### src/rtl/mmcm_drp_pkg.sv
// Shared constants for the MMCM DRP responder: bundle bit positions, DRP register
// addresses, divider field positions, the lock-state encoding and reset contents.
package mmcm_drp_pkg;

   localparam int DIN_LSB    = 0;
   localparam int DADDR_LSB  = 16;
   localparam int DEN_BIT    = 23;
   localparam int DWE_BIT    = 24;
   localparam int RST_BIT    = 25;
   localparam int DOUT_LSB   = 0;
   localparam int DRDY_BIT   = 16;
   localparam int LOCKED_BIT = 17;

   localparam logic [6:0] ADDR_LO      = 7'h06;
   localparam logic [6:0] CLKOUT0_REG1 = 7'h08;
   localparam logic [6:0] CLKOUT0_REG2 = 7'h09;
   localparam logic [6:0] CLKFB_REG1   = 7'h14;
   localparam logic [6:0] CLKFB_REG2   = 7'h15;
   localparam logic [6:0] DIVCLK_REG   = 7'h16;
   localparam logic [6:0] LOCK_REG1    = 7'h18;
   localparam logic [6:0] LOCK_REG2    = 7'h19;
   localparam logic [6:0] LOCK_REG3    = 7'h1A;
   localparam logic [6:0] POWER_REG    = 7'h28;
   localparam logic [6:0] FILT_REG1    = 7'h4E;
   localparam logic [6:0] FILT_REG2    = 7'h4F;

   localparam int HIGH_LSB           = 6;
   localparam int LOW_LSB            = 0;
   localparam int NOCOUNT_BIT        = 6;
   localparam int DIVCLK_NOCOUNT_BIT = 12;

   typedef enum logic [1:0] {
      LOCK_RESET  = 2'd0,
      LOCK_COUNT  = 2'd1,
      LOCK_LOCKED = 2'd2
   } lock_state_t;

   function automatic logic [15:0] reset_word(input logic [6:0] a);
      case (a)
         CLKOUT0_REG1, CLKFB_REG1: return 16'h0041;
         CLKOUT0_REG2, CLKFB_REG2: return 16'h0040;
         DIVCLK_REG:               return 16'h1041;
         default:                  return 16'h0000;
      endcase
   endfunction

   function automatic logic addr_legal(input logic [6:0] a);
      return (a >= ADDR_LO && a <= DIVCLK_REG) ||
             (a >= LOCK_REG1 && a <= LOCK_REG3) || (a == LOCK_REG2) ||
             (a == POWER_REG) || (a == FILT_REG1) || (a == FILT_REG2);
   endfunction

endpackage

### src/rtl/mmcm_drp_responder_div_decode.sv
// MMCM divider decode: high/low counts (0 means 64) summed, saturated at 127,
// forced to 1 when no_count is set.
module mmcm_div_decode (
   input  logic [5:0] high,
   input  logic [5:0] low,
   input  logic       no_count,
   output logic [6:0] divide
);
   logic [7:0] sum;

   always_comb begin
      sum = {1'b0, (high == 6'd0), high} + {1'b0, (low == 6'd0), low};
      if (no_count)
         divide = 7'd1;
      else if (sum > 8'd127)
         divide = 7'd127;
      else
         divide = sum[6:0];
   end
endmodule

### src/rtl/mmcm_drp_responder.sv
// MMCM DRP responder: register file, drdy timing, lock sequencing and applied dividers.
// Optional MMCM_DRP_ADDR_CHECK_EN restricts DRP access to the real MMCM address map.
//   state       | meaning
//   LOCK_RESET  | rst_mmcm held high, locked=0
//   LOCK_COUNT  | counting LOCK_CYCLES toward lock, locked=0
//   LOCK_LOCKED | locked=1 until rst_mmcm rises
module mmcm_drp_responder
   import mmcm_drp_pkg::*;
#(
   parameter int DRDY_LATENCY = 3,
   parameter int LOCK_CYCLES  = 64
) (
   input  logic        mgmt_clk,
   input  logic        mgmt_reset_n,
   input  logic [63:0] reconfig_to_pll,
   output logic [63:0] reconfig_from_pll,
   output logic [6:0]  out0_div,
   output logic [6:0]  fb_mult,
   output logic [6:0]  divclk_div,
   output logic        drp_err
);
   localparam logic [3:0] LAT_LOAD = 4'(DRDY_LATENCY - 1);
   localparam int         LCW      = $clog2(LOCK_CYCLES + 1);

   logic [15:0]  regs [128];
   logic [15:0]  din, dout, rd_data, rd_word;
   logic [6:0]   daddr;
   logic         den, dwe, rst_mmcm, addr_ok;
   logic         busy, drdy, rd_pend, locked;
   logic [3:0]   lat_cnt;
   logic [LCW-1:0] lock_cnt;
   lock_state_t  lock_state;
   logic [6:0]   dec_out0, dec_fb, dec_divclk;
   logic         unused_bits;

   assign din         = reconfig_to_pll[DIN_LSB +: 16];
   assign daddr       = reconfig_to_pll[DADDR_LSB +: 7];
   assign den         = reconfig_to_pll[DEN_BIT];
   assign dwe         = reconfig_to_pll[DWE_BIT];
   assign rst_mmcm    = reconfig_to_pll[RST_BIT];
   assign unused_bits = ^reconfig_to_pll[63:26];

`ifdef MMCM_DRP_ADDR_CHECK_EN
   assign addr_ok = addr_legal(daddr);
`else
   assign addr_ok = 1'b1;
`endif

   assign rd_word = addr_ok ? regs[daddr] : 16'h0000;

   always_comb begin
      reconfig_from_pll                 = '0;
      reconfig_from_pll[DOUT_LSB +: 16] = dout;
      reconfig_from_pll[DRDY_BIT]       = drdy;
      reconfig_from_pll[LOCKED_BIT]     = locked;
   end

   // A den seen while busy (including the drdy cycle) only raises the sticky error.
   always_ff @(posedge mgmt_clk) begin
      if (!mgmt_reset_n) begin
         busy    <= 1'b0;
         drdy    <= 1'b0;
         rd_pend <= 1'b0;
         lat_cnt <= 4'd0;
         dout    <= 16'h0000;
         rd_data <= 16'h0000;
         drp_err <= 1'b0;
         for (int i = 0; i < 128; i++) regs[i] <= reset_word(7'(i));
      end else if (busy) begin
         if (den) drp_err <= 1'b1;
         if (drdy) begin
            busy <= 1'b0;
            drdy <= 1'b0;
         end else begin
            lat_cnt <= lat_cnt - 4'd1;
            if (lat_cnt == 4'd1) begin
               drdy <= 1'b1;
               if (rd_pend) dout <= rd_data;
            end
         end
      end else if (den) begin
         busy    <= 1'b1;
         lat_cnt <= LAT_LOAD;
         rd_pend <= !dwe;
         rd_data <= rd_word;
         if (!addr_ok) drp_err <= 1'b1;
         if (dwe && addr_ok) regs[daddr] <= din;
         if (DRDY_LATENCY == 1) begin
            drdy <= 1'b1;
            if (!dwe) dout <= rd_word;
         end
      end
   end

   mmcm_div_decode u_dec_out0 (
      .high     (regs[CLKOUT0_REG1][HIGH_LSB +: 6]),
      .low      (regs[CLKOUT0_REG1][LOW_LSB +: 6]),
      .no_count (regs[CLKOUT0_REG2][NOCOUNT_BIT]),
      .divide   (dec_out0)
   );

   mmcm_div_decode u_dec_fb (
      .high     (regs[CLKFB_REG1][HIGH_LSB +: 6]),
      .low      (regs[CLKFB_REG1][LOW_LSB +: 6]),
      .no_count (regs[CLKFB_REG2][NOCOUNT_BIT]),
      .divide   (dec_fb)
   );

   mmcm_div_decode u_dec_divclk (
      .high     (regs[DIVCLK_REG][HIGH_LSB +: 6]),
      .low      (regs[DIVCLK_REG][LOW_LSB +: 6]),
      .no_count (regs[DIVCLK_REG][DIVCLK_NOCOUNT_BIT]),
      .divide   (dec_divclk)
   );

   // The rst_mmcm fall cycle counts as the first lock cycle, so the load is one short.
   always_ff @(posedge mgmt_clk) begin
      if (!mgmt_reset_n) begin
         lock_state <= LOCK_COUNT;
         lock_cnt   <= LCW'(LOCK_CYCLES);
         locked     <= 1'b0;
         out0_div   <= 7'd1;
         fb_mult    <= 7'd1;
         divclk_div <= 7'd1;
      end else begin
         case (lock_state)
            LOCK_LOCKED: begin
               if (rst_mmcm) begin
                  lock_state <= LOCK_RESET;
                  locked     <= 1'b0;
               end
            end
            LOCK_RESET: begin
               if (!rst_mmcm) begin
                  out0_div   <= dec_out0;
                  fb_mult    <= dec_fb;
                  divclk_div <= dec_divclk;
                  if (LOCK_CYCLES == 1) begin
                     lock_state <= LOCK_LOCKED;
                     locked     <= 1'b1;
                  end else begin
                     lock_state <= LOCK_COUNT;
                     lock_cnt   <= LCW'(LOCK_CYCLES - 1);
                  end
               end
            end
            LOCK_COUNT: begin
               if (rst_mmcm) begin
                  lock_state <= LOCK_RESET;
               end else if (lock_cnt == LCW'(1)) begin
                  lock_state <= LOCK_LOCKED;
                  locked     <= 1'b1;
               end else begin
                  lock_cnt <= lock_cnt - LCW'(1);
               end
            end
            default: lock_state <= LOCK_RESET;
         endcase
      end
   end
endmodule

### config.mk
export PLATFORM = sky130hd
export DESIGN_NAME = mmcm_drp_responder
export DESIGN_NICKNAME = d
export VERILOG_FILES = /design/src/rtl/mmcm_drp_pkg.sv /design/src/rtl/mmcm_drp_responder_div_decode.sv /design/src/rtl/mmcm_drp_responder.sv
export SDC_FILE = /design/constraint.sdc
export NUM_CORES = 2
export LEC_CHECK = 0
export CAP_MARGIN = 20
export CORE_MARGIN = 5
export CORE_UTILIZATION = 35
export CTS_CLUSTER_SIZE = 25
export DETAILED_ROUTE_END_ITERATION = 6
export PLACE_DENSITY = 0.54
export SKIP_LAST_GASP = 1
export SYNTH_ARGS = -nofsm -noshare
export SYNTH_HDL_FRONTEND = slang
export SYNTH_SLANG_ARGS = --single-unit
### constraint.sdc
create_clock -name mgmt_clk -period 5.55 [get_ports mgmt_clk]
set_input_delay 1.665 -clock mgmt_clk [delete_from_list [all_inputs] [get_ports mgmt_clk]]
set_output_delay 1.665 -clock mgmt_clk [all_outputs]
set_load 0.01 [all_outputs]
==> flow_results.org <==
** Route
- Initial detailed-routing violation count :: between 8,000 and 9,000
- Post-Route WL :: 347.6 mm
- In the routed design, unresolved DRC markers number 0.
- The pre-antenna-repair detailed-routing pass consisted of 6 iterations.
- DR vias/cell :: 5.645
- Post-DR wirelength/cell :: 30.26 um
- Routed Antenna Nets :: 0
- Via count of the routed design :: around 65,000

** Die
- The total area inside the core boundary comes to 0.2799 mm^2.
- The die is 540.6 um wide.
- The die covers 0.2923 mm^2.
- Chip height :: 540.6 um
- I/O pin cnt :: roughly 150
- Starting utilization of the core area :: 35.21%
- FP Rows :: a little under 200

** Critical path
- The worst setup path is of the input pin to register kind.
- Endpoint required time on the critical path :: 6.29 ns
- Arrival time of data at the critical path endpoint :: 5.26 ns
- Endpoint kind of the worst setup timing path :: register
- Of all nets on the critical path, the largest fanout is 49.
- Startpoint Class :: input pin

** Logic synthesis
- Yosys attributes the largest share of cell area to edfxtp_1 (62%), and2_1 (13%), mux4_2 (3.0%).
- Synth Flop Type :: edfxtp_1
- Summed over its instances, the top area cell type makes up 62.41% of the synthesized netlist area.
- Async set-reset flop share out of synthesis :: 0%
- Post-synth EDFFs :: 2,048
- Part of the Yosys area used for sequential elements :: a little under two thirds
- Each instance of the synthesized netlist takes up on average between 10 and 15 um^2.
- Number of distinct standard cells referenced by the synthesized netlist :: 83
- Yosys synthesis warning count :: 0
- Dominant cell type by area after synthesis :: edfxtp_1
- The synthesized netlist occupies a cell area of about 0.099 mm^2.
- After technology mapping, the gate count stands at 7,396.
- After synthesis the netlist holds a flip-flop and latch count of approximately 2,100.

** Pwr
- Power density over the cells :: around 320 mW/mm^2
- The internal power of the cells totals 0.02728 W.
- Fraction of power consumed by sequential logic :: 50.5%
- In this run the static leakage power is 41.14 nW.
- IR analysis of the VDD net gives a maximum drop of 0.2515 mV.
- Net switching is about a quarter of the power.
- Of the total power, the clock network draws roughly 41%.
- Switching Power :: 0.008822 W
- Combinational logic is responsible for around 8.4% of the overall power.

** Placement
- Port buffering added 67 buffers.
- Summed over all nets, the half-perimeter wirelength after detailed placement is 219.1 mm.
- The congestion estimate from routability-driven global placement came to ~0.89.

** Worst hold path
- Path class of the lowest-slack min-delay path :: register to register

** Timing
- Min Clock Period, post-route :: 4.522 ns
- For the pin with the worst max-slew slack, the measured transition is around 1.2 ns.
- The final number of hold-violating endpoints came to 0.
- Hold is met by between 0.4 and 0.5 ns.
- Setup violations remaining at the end of the flow were counted as 0.
- Unrepaired setup endpoints after global routing :: no
- Between clock sinks in the finished design, the worst skew comes to 0.08050 ns.
- The max-slew violation count came to 0.
- Upper clock frequency limit :: 221.1 MHz
- Worst slew margin relative to its limit :: 21.22%
- Period Utilization, post-route :: between 80% and 90%
- Total negative setup slack :: 0 ns

** Clock tree
- Hold repair after CTS inserted 0 buffers.
- Clk slew on worst S/H paths :: ~0.060 ns
- Insertion delay of the later-clocked pin in the worst-skew pair :: 0.92 ns
- TritonCTS created 233 clock buffers.
- PostCTS Resize Cnt :: 0
- TritonCTS built the clock tree.
- Level count of the clock H-tree :: 4
- In this run the deepest clock path goes through 4 buffers.
- Number of setup buffers added after CTS :: 0
- Clock root buffer master :: clkbuf_16
- The clock drives 2,119 sinks.

** Global route
- After global routing the overflow that remains totals 0.
- First-pass GRT wire length :: 486.5 mm
- The via count of the first global-routing pass came to 62,630.
- Largest net degree at the start of global routing :: 101
- Number of antenna violations at the first check in global routing :: 34
- Across every metal layer, demand over resource in global routing totals between 20% and 30%.

** Cells and area
- Area overhead of the layout relative to synthesis :: 14.46%
- Number of nets in the finished design :: 7,649
- Most common cell after layout, fill and taps aside :: edfxtp_1
- Ratio of cells with drive above 1 in the final layout :: about 17%
- The top cell types in the final layout, fill and taps aside, are edfxtp_1 (2,048), and2_1 (2,046), buf_4 (529).

** Flow run
- Max-cap violations in this run came to 0.

** Run status
- Outcome :: complete, no violations
## metal layers
| metal | vias to the layer above | share of wire (%) | GRT usage (%) |
|---|---|---|---|
| met5 | - | 0.056 | 0 |
| met4 | 6 | 4.7 | 9.342 |
| met3 | 628 | 9.4 | 4.260 |
| met2 | 3368 | 45 | 35.59 |
| met1 | 33350 | 41 | 32.08 |
| li1 | 27500 | - | - |
## layout make-up
| class | instances | area (um^2) |
|---|---|---|
| fillers | 25920 | 167100 |
| flip-flops and latches | 2119 | 62920 |
| multi-input cells | 4532 | 32410 |
| clock buffers | 308 | 6220 |
| repair buffers | 640 | 5540 |
| well taps | 3724 | 4659 |
| clock inverters | 114 | 875.8 |
| inverters | 29 | 120.1 |
| diodes | 21 | 52.55 |
## synth_stat cells (9+ instances only)
| master | instances |
|---|---|
| and2_1 | 2048 |
| edfxtp_1 | 2048 |
| clkbuf_1 | 506 |
| nor2_1 | 308 |
| o21ai_0 | 292 |
| a221oi_1 | 241 |
| mux2i_1 | 215 |
| a21oi_1 | 212 |
| mux2_2 | 184 |
| nand2_1 | 144 |
| mux4_2 | 132 |
| buf_2 | 115 |
| buf_4 | 114 |
| a22oi_1 | 107 |
| dfxtp_1 | 71 |
| o221ai_1 | 47 |
| a221o_1 | 38 |
| nor2b_1 | 35 |
| o22ai_1 | 32 |
| a211oi_1 | 31 |
| nand3_1 | 31 |
| a22o_1 | 30 |
| nor3_1 | 30 |
| a31oi_1 | 29 |
| inv_1 | 27 |
| ha_1 | 25 |
| o211ai_1 | 22 |
| o2bb2ai_1 | 17 |
| and3_1 | 14 |
| buf_1 | 14 |
| nand2b_1 | 14 |
| or3_1 | 14 |
| a21boi_0 | 13 |
| nor3b_1 | 11 |
| a222oi_1 | 10 |
| buf_6 | 10 |
| a21o_1 | 9 |
| o21a_1 | 9 |
| o31ai_1 | 9 |
| or4_1 | 9 |
| xor2_1 | 9 |
## worst paths after layout
kind	startpoint	to	slack [ns]	cells past startpoint
setup reg to reg	regs[8][7]	rd_data[7]	2.41	7
hold / removal	fb_mult[6]	fb_mult[6]	0.49	1
setup / recovery	reconfig_to_pll[17]	rd_data[7]	1.03	10
hold reg to reg	fb_mult[6]	fb_mult[6]	0.49	1
## stage by stage
stage,power [W],instances,utilization (%),instance area (um^2),worst slack [ns]
2_1_floorplan,0.02004,7441,-,98710,0.9395
3_3_place_gp,0.02151,11030,37.70,105500,0.2547
3_5_place_dp,0.02155,11040,37.73,105600,0.2731
4_1_cts,0.03626,11460,40.26,112700,1.227
5_1_grt,0.03708,11470,40.28,112700,1.137
6_report,0.03611,11490,40.30,112800,1.028
## cell families after synthesis
group                      after synthesis  share of synthesized area [%]
muxes                                  537                          7.463
buffers and inverters                  790                          3.681
other                                    1                       0.003805
DFF                                   2119                          63.85
AOI/OAI and AO/OA                     1223                          8.631
adders and majority gates               28                         0.3784
xor gates and xnor gates                16                         0.1422
and+or+nand+nor                       2682                          15.85
## worst max-delay path, cell delays in order
cell and delay (ns):
buf_8 0.26, inv_4 0.70, buf_4 0.51, nor2_1 0.11, a31oi_1 0.30, o221ai_1 0.26, a311oi_1 0.72, buf_4 0.23
a211o_1 0.21, a41oi_1 0.15
## power by group through the flow
stage | Clock, W | Combinational (W) | Sequential [W]
5_1_grt | 0.0157 | 0.00313 | 0.0183
3_5_place_dp | 0 | 0.00299 | 0.0186
2_1_floorplan | 0 | 0.00154 | 0.0185
3_3_place_gp | 0 | 0.00298 | 0.0185
4_1_cts | 0.0150 | 0.00300 | 0.0182
6_report | 0.0148 | 0.00303 | 0.0182
## state kept, by name, summed over array words and instances, names as in the netlist, 4 cells and up
| signal | count |
|---|---|
| regs | 2048 |
| lat_cnt | 4 |
| fb_mult | 7 |
| out0_div | 7 |
| divclk_div | 7 |
| lock_cnt | 7 |
| dout | 16 |
| rd_data | 16 |
Note: power is estimated with default switching activity, not from simulation.
